## config.mk

```make
export PLATFORM = sky130hd
export DESIGN_NAME = frame_infer_sched
export DESIGN_NICKNAME = d
export VERILOG_FILES = /design/src/rtl/frame_infer_pkg.sv /design/src/rtl/digit_vote.sv /design/src/rtl/frame_infer_sched.sv
export SDC_FILE = /design/constraint.sdc
export NUM_CORES = 1
export LEC_CHECK = 0
export CAP_MARGIN = 20
export CORE_AREA = 2 2 78 80
export CTS_CLUSTER_DIAMETER = 200
export CTS_CLUSTER_SIZE = 30
export DETAILED_ROUTE_END_ITERATION = 8
export DIE_AREA = 0 0 80 82
export GPL_ROUTABILITY_DRIVEN = 0
export PLACE_DENSITY = 0.78
export SLEW_MARGIN = 10
export SYNTH_ARGS = -nofsm -noshare
export SYNTH_HDL_FRONTEND = slang
export SYNTH_SLANG_ARGS = --single-unit
export TNS_END_PERCENT = 5
```

## constraint.sdc

```tcl
create_clock -name VGA_CLK -period 2.24 [get_ports VGA_CLK]
set_clock_uncertainty 0.1 [all_clocks]
set_input_delay 0.672 -clock VGA_CLK [delete_from_list [all_inputs] [get_ports VGA_CLK]]
set_output_delay 0.672 -clock VGA_CLK [all_outputs]
set_load 0.05 [all_outputs]
```

## src/rtl/frame_infer_pkg.sv

```systemverilog
// Shared types and helpers for the frame-level inference scheduler.
package frame_infer_pkg;

  typedef enum logic [2:0] {
    ARM,
    CAPTURE,
    CHECK,
    START,
    WAIT_DONE,
    VOTE,
    SKIP
  } sched_state_t;

  localparam int DIGIT_W = 4;
  localparam logic [DIGIT_W-1:0] DIGIT_NONE = 4'hF;

  // Camera pixels expected inside the capture box for one frame.
  function automatic int box_pixels(input int dim, input int mult);
    return (dim * mult) * (dim * mult);
  endfunction

endpackage

```

## src/rtl/digit_vote.sv

```systemverilog
// Consecutive-agreement vote: the output digit only changes after VOTE_N identical results in a row.
module digit_vote
  import frame_infer_pkg::*;
#(
  parameter int VOTE_N = 3
) (
  input  logic               clk,
  input  logic               rst_n,
  input  logic               in_valid,
  input  logic [DIGIT_W-1:0] in_digit,
  output logic [DIGIT_W-1:0] DIGIT_OUT,
  output logic               DIGIT_VALID
);

  localparam logic [3:0] VOTE_LIM = 4'(VOTE_N);

  logic [DIGIT_W-1:0] last_digit;
  logic [3:0]         run;
  logic [3:0]         run_nxt;

  // The run saturates at VOTE_N so a long streak keeps re-confirming the same digit.
  always_comb begin
    run_nxt = 4'd1;
    if (in_digit == last_digit) begin
      run_nxt = (run >= VOTE_LIM) ? VOTE_LIM : run + 4'd1;
    end
  end

  always_ff @(posedge clk or negedge rst_n) begin
    if (!rst_n) begin
      last_digit  <= DIGIT_NONE;
      run         <= 4'd0;
      DIGIT_OUT   <= DIGIT_NONE;
      DIGIT_VALID <= 1'b0;
    end else if (in_valid) begin
      last_digit <= in_digit;
      run        <= run_nxt;
      if (run_nxt == VOTE_LIM) begin
        DIGIT_OUT   <= in_digit;
        DIGIT_VALID <= 1'b1;
      end
    end
  end

endmodule

```

## src/rtl/frame_infer_sched.sv

```systemverilog
// Frame scheduler: gates capture to whole frames, starts inference, times out a hung CNN and votes digits.
// Define SCHED_STATS_EN to add the FRAMES_OK / FRAMES_BAD / LAST_RAW statistics outputs.
module frame_infer_sched
  import frame_infer_pkg::*;
#(
  parameter int PIC_DIM            = 30,
  parameter int PIC_DIM_MULTIPLIER = 3,
  parameter int FRAME_SKIP         = 2,
  parameter int VOTE_N             = 3,
  parameter int TIMEOUT_CYC        = 1000000
) (
  input  logic               VGA_CLK,
  input  logic               RESET_N,
  input  logic               VGA_VS,
  input  logic               BOX_VALID,
  output logic               CAPTURE_EN,
  output logic               CNN_START,
  input  logic               CNN_DONE,
  input  logic [DIGIT_W-1:0] CNN_DIGIT,
  output logic [DIGIT_W-1:0] DIGIT_OUT,
  output logic               DIGIT_VALID,
  output logic               FRAME_ERR,
`ifdef SCHED_STATS_EN
  output logic [15:0]        FRAMES_OK,
  output logic [15:0]        FRAMES_BAD,
  output logic [DIGIT_W-1:0] LAST_RAW,
`endif
  output sched_state_t       dbg_state
);

  localparam int EXP_PIX = box_pixels(PIC_DIM, PIC_DIM_MULTIPLIER);
  localparam int PIX_W   = $clog2(EXP_PIX) + 1;
  localparam int TMO_W   = $clog2(TIMEOUT_CYC) + 1;
  localparam int SKIP_W  = $clog2(FRAME_SKIP + 1) + 1;
  localparam logic [PIX_W-1:0]  EXP_CNT  = PIX_W'(EXP_PIX);
  localparam logic [TMO_W-1:0]  TMO_LIM  = TMO_W'(TIMEOUT_CYC - 1);
  localparam logic [SKIP_W-1:0] SKIP_LIM = SKIP_W'(FRAME_SKIP);

  sched_state_t       state;
  logic               vs_q1, vs_q2;
  logic               tick;
  logic [PIX_W-1:0]   pix_cnt;
  logic [TMO_W-1:0]   tmo_cnt;
  logic [SKIP_W-1:0]  skip_cnt;
  logic [DIGIT_W-1:0] digit_q;

  assign tick      = vs_q2 & ~vs_q1;
  assign dbg_state = state;

  always_ff @(posedge VGA_CLK or negedge RESET_N) begin
    if (!RESET_N) begin
      vs_q1 <= 1'b0;
      vs_q2 <= 1'b0;
    end else begin
      vs_q1 <= VGA_VS;
      vs_q2 <= vs_q1;
    end
  end

  // CNN handshake: CNN_START is a one-cycle request; the CNN answers with a one-cycle
  // CNN_DONE carrying CNN_DIGIT. Only a CNN_DONE seen in WAIT_DONE is accepted; a CNN_DONE
  // on the timeout cycle itself still wins over the timeout.
  always_ff @(posedge VGA_CLK or negedge RESET_N) begin
    if (!RESET_N) begin
      state      <= ARM;
      CAPTURE_EN <= 1'b0;
      CNN_START  <= 1'b0;
      FRAME_ERR  <= 1'b0;
      pix_cnt    <= '0;
      tmo_cnt    <= '0;
      skip_cnt   <= '0;
      digit_q    <= DIGIT_NONE;
    end else begin
      CNN_START <= 1'b0;
      FRAME_ERR <= 1'b0;
      case (state)
        ARM: if (tick) begin
          state      <= CAPTURE;
          pix_cnt    <= '0;
          CAPTURE_EN <= 1'b1;
        end
        CAPTURE: begin
          if (BOX_VALID && pix_cnt != '1) pix_cnt <= pix_cnt + 1'b1;
          if (tick) begin
            CAPTURE_EN <= 1'b0;
            state      <= CHECK;
          end
        end
        CHECK: begin
          if (pix_cnt == EXP_CNT) begin
            state     <= START;
            CNN_START <= 1'b1;
          end else begin
            FRAME_ERR <= 1'b1;
            state     <= ARM;
          end
        end
        START: begin
          tmo_cnt <= '0;
          state   <= WAIT_DONE;
        end
        WAIT_DONE: begin
          tmo_cnt <= tmo_cnt + 1'b1;
          if (CNN_DONE) begin
            digit_q <= CNN_DIGIT;
            state   <= VOTE;
          end else if (tmo_cnt == TMO_LIM) begin
            FRAME_ERR <= 1'b1;
            skip_cnt  <= '0;
            state     <= SKIP;
          end
        end
        VOTE: begin
          skip_cnt <= '0;
          state    <= SKIP;
        end
        SKIP: begin
          if (skip_cnt == SKIP_LIM) state <= ARM;
          else if (tick) skip_cnt <= skip_cnt + 1'b1;
        end
        default: state <= ARM;
      endcase
    end
  end

  digit_vote #(.VOTE_N(VOTE_N)) u_vote (
    .clk        (VGA_CLK),
    .rst_n      (RESET_N),
    .in_valid   (state == VOTE),
    .in_digit   (digit_q),
    .DIGIT_OUT  (DIGIT_OUT),
    .DIGIT_VALID(DIGIT_VALID)
  );

`ifdef SCHED_STATS_EN
  always_ff @(posedge VGA_CLK or negedge RESET_N) begin
    if (!RESET_N) begin
      FRAMES_OK  <= '0;
      FRAMES_BAD <= '0;
      LAST_RAW   <= DIGIT_NONE;
    end else begin
      if (state == WAIT_DONE && CNN_DONE) begin
        FRAMES_OK <= FRAMES_OK + 16'd1;
        LAST_RAW  <= CNN_DIGIT;
      end
      if (FRAME_ERR) FRAMES_BAD <= FRAMES_BAD + 16'd1;
    end
  end
`endif

endmodule

```

==> flow_metrics.tcl <==
set metrics [dict create \
    place_ws_ns -0.197 \
    required_ns 2.36 \
    wl_per_cell_um 15.3 \
    grt_pass1_vias 2481 \
    path_class "input pin to flip-flop" \
    overflow 0 \
    finalWirelength_um 6880 \
    ys_async_sr_fraction_pct 100 \
    vias 2671 \
    post-route-drc-count 0 \
    cts_tree "yes" \
    ys_top_cells_by_area "dfrtp_1 (39%), dfstp_2 (9.6%), o21ai_0 (5.5%)" \
    cts-buffers-inserted 9 \
    synth_area_leader_cell "dfrtp_1" \
    viasPerCell 5.95 \
    drt_iter0_markers 161 \
    final_util_pct 67.9 \
    rows 28 \
    report.final.slew_viol_count 0 \
    synth_warnings 0 \
    grt-busiest-layer "met2" \
    htreeDepth 3 \
    use_met2_pct 37.5 \
    met1_usage_pct 28.6 \
    end_kind "flip-flop" \
    holdCritPathClass "input pin to asynchronous set/reset pin" \
    cts_setup_buffers 0 \
    ant_nets 0 \
    synth-edff-count 0 \
    die_w_um 80 \
    die_area_um2 6560 \
    firstDrtPassIters 4 \
    ios 20 \
    grt_max_degree 34 \
    critPathLaunchType "input pin" \
    syn_avg_cell_area_um2 9.87 \
    status "finished, final reports clean" \
    cts.hold.buffers_added 0 \
    syn_nets 348 \
    setup_violations 0 \
    rsz0062_at_grt "no" \
    syn-cell-area_um2 3290 \
    yosysSeqAreaShare_pct 48.4 \
    die_y_um 82 \
    core_area_um2 5750 \
    ir_drop_mv 0.787 \
    ys_types 53 \
    yosysMostFrequentCell "dfrtp_1" \
    dp_hpwl_um 4850 \
    post-route-period-util_pct 93.7 \
    crit_arrival_ns 2.22 \
    grt_pass1_wl_um 11500 \
    clockRootBuffer "clkbuf_8" \
    drv_cap 0 \
    initial_core_util_pct 57.2 \
    final_cells 449 \
    worst_slack_ns 0.140 \
    grt_use_met3_pct 4.18 \
    tightest_slew_ns 0.598 \
    port_buffers 19 \
    cp_max_fo 3 \
    synth_top_cell_area_share_pct 38.8 \
    hold_violations 0 \
    clk_latency_ns 0.35 \
    antenna-diode-count 0 \
    layout.nets 384 \
    ys_seq_elements 63 \
    fin_crit_ns 2.10 \
    path_clk_slew_ns 0.07 \
    synthCells 333 \
    cts_resized 0 \
    cts.sinks 63 \
    slew_headroom_pct 60.2 \
    grt_antenna_before_repair 0 \
    dp_cells 433 \
    synth_common_cells "dfrtp_1 (51), o21ai_0 (36), nand2_1 (35)" \
    drive_gt1_share_pct 24.1 \
    fmax_mhz 476 \
    syn_to_final_growth_pct 18.6 \
    cts_buffer_depth 2 \
    track_usage_pct 22.7 \
    leakagePower_nw 1.66 \
    p_per_area_nw_per_um2 1150 \
    synth_ff_type "dfrtp_1" \
]
-- through the flow --
step | total power [mW] | hold slack, ns | TNS (ns) | cell area [um^2]
global route | 4.75 | 0.271 | 0 | 3900
finish | 4.49 | 0.228 | 0 | 3900
floorplan | 2.82 | 0.254 | 0 | 3290
CTS | 4.52 | 0.239 | 0 | 3900
global placement | 3.36 | 0.267 | -0.179 | 3670
detailed placement | 3.43 | 0.271 | -0.438 | 3670
-- layer usage --
metal | vias to the layer above | share of wire (%)
met2 | 41 | 50
met5 | - | 0
li1 | 1313 | -
met3 | 10 | 3.5
met4 | 0 | 1.5
met1 | 1307 | 45
-- cell families (layout without fill, tap and decap cells) --
logic type / after synthesis / after routing / synth area share [%]
AOI/OAI and AO/OA: 89 / 89 / 17.3
xor gates and xnor gates: 5 / 5 / 1.33
adders and majority gates: 6 / 6 / 2.28
buffers and inverters: 22 / 63 / 2.89
DFF: 63 / 63 / 48.4
muxes: 18 / 18 / 5.94
and+or+nand+nor: 130 / 130 / 21.9
-- power breakdown --
| group | internal, mW | leakage, nW | switching (mW) |
|---|---|---|---|
| logic | 0.709 | 0.728 | 0.986 |
| clock network | 0.630 | 0.117 | 0.452 |
| registers | 1.45 | 0.816 | 0.269 |
-- flip-flops by register name, indices dropped and copies added, names as in the netlist, 3 cells and up --
signal,cells
pix_cnt,14
dbg_state,3
u_vote.run,4
skip_cnt,3
u_vote.last_digit,4
u_vote.DIGIT_OUT,4
tmo_cnt,21
digit_q,4
-- layout make-up --
type,instances,area [um^2]
fillers,448,1840
multi-input cells,248,1600
flip-flops and latches,63,1590
repair buffers,38,350
clock buffers,13,213
well taps,75,93.8
inverters,9,33.8
clock inverters,3,17.5
-- worst paths after layout --
path	startpoint	end	cells past startpoint	slack (ns)
max	BOX_VALID	pix_cnt[12]	6	0.14
min	RESET_N	tmo_cnt[4]	1	0.23
max reg2reg	dbg_state[2]	tmo_cnt[18]	5	0.27
min reg2reg	vs_q1	vs_q2	0	0.29
max in group asynchronous	RESET_N	u_vote.DIGIT_OUT[1]	2	1.21
min in group VGA_CLK	vs_q1	vs_q2	0	0.29
-- layout by cell type (no fill, tap or decap), types with 2 or more instances in the layout --
cell type / netlist / final
o31ai_1: 10 / 10
nor2b_1: 7 / 7
and2_1: 2 / 2
a31o_2: 2 / 2
a41oi_1: 3 / 3
mux2i_1: 6 / 6
nor2_1: 18 / 18
inv_1: 9 / 9
dfstp_2: 12 / 12
dfrtp_1: 51 / 51
or2_2: 3 / 3
xnor2_1: 4 / 4
o21a_1: 2 / 2
clkbuf_16: 0 / 3
clkbuf_8: 0 / 10
nor3_1: 6 / 6
a21oi_1: 9 / 9
nand3_1: 20 / 20
a31oi_1: 10 / 10
ha_1: 6 / 6
buf_12: 0 / 4
clkdlybuf4s50_1: 0 / 7
o21ai_0: 36 / 36
nand4_1: 17 / 17
a211oi_1: 2 / 2
and3_1: 2 / 2
o2bb2ai_1: 2 / 2
buf_4: 0 / 26
mux2_2: 12 / 12
o211ai_1: 5 / 5
nand2_1: 35 / 35
a21oi_2: 3 / 3
nor4_1: 3 / 3
nand2b_1: 3 / 3
clkinv_2: 0 / 2
-- worst max-delay path, stage by stage --
cell and delay, ns:
clkdlybuf4s50_1 0.48, nand4_1 0.17, a2111oi_2 0.44, a41oi_1 0.16, o21ai_0 0.20, o31ai_1 0.10
Note: power is estimated with default switching activity, not from simulation.
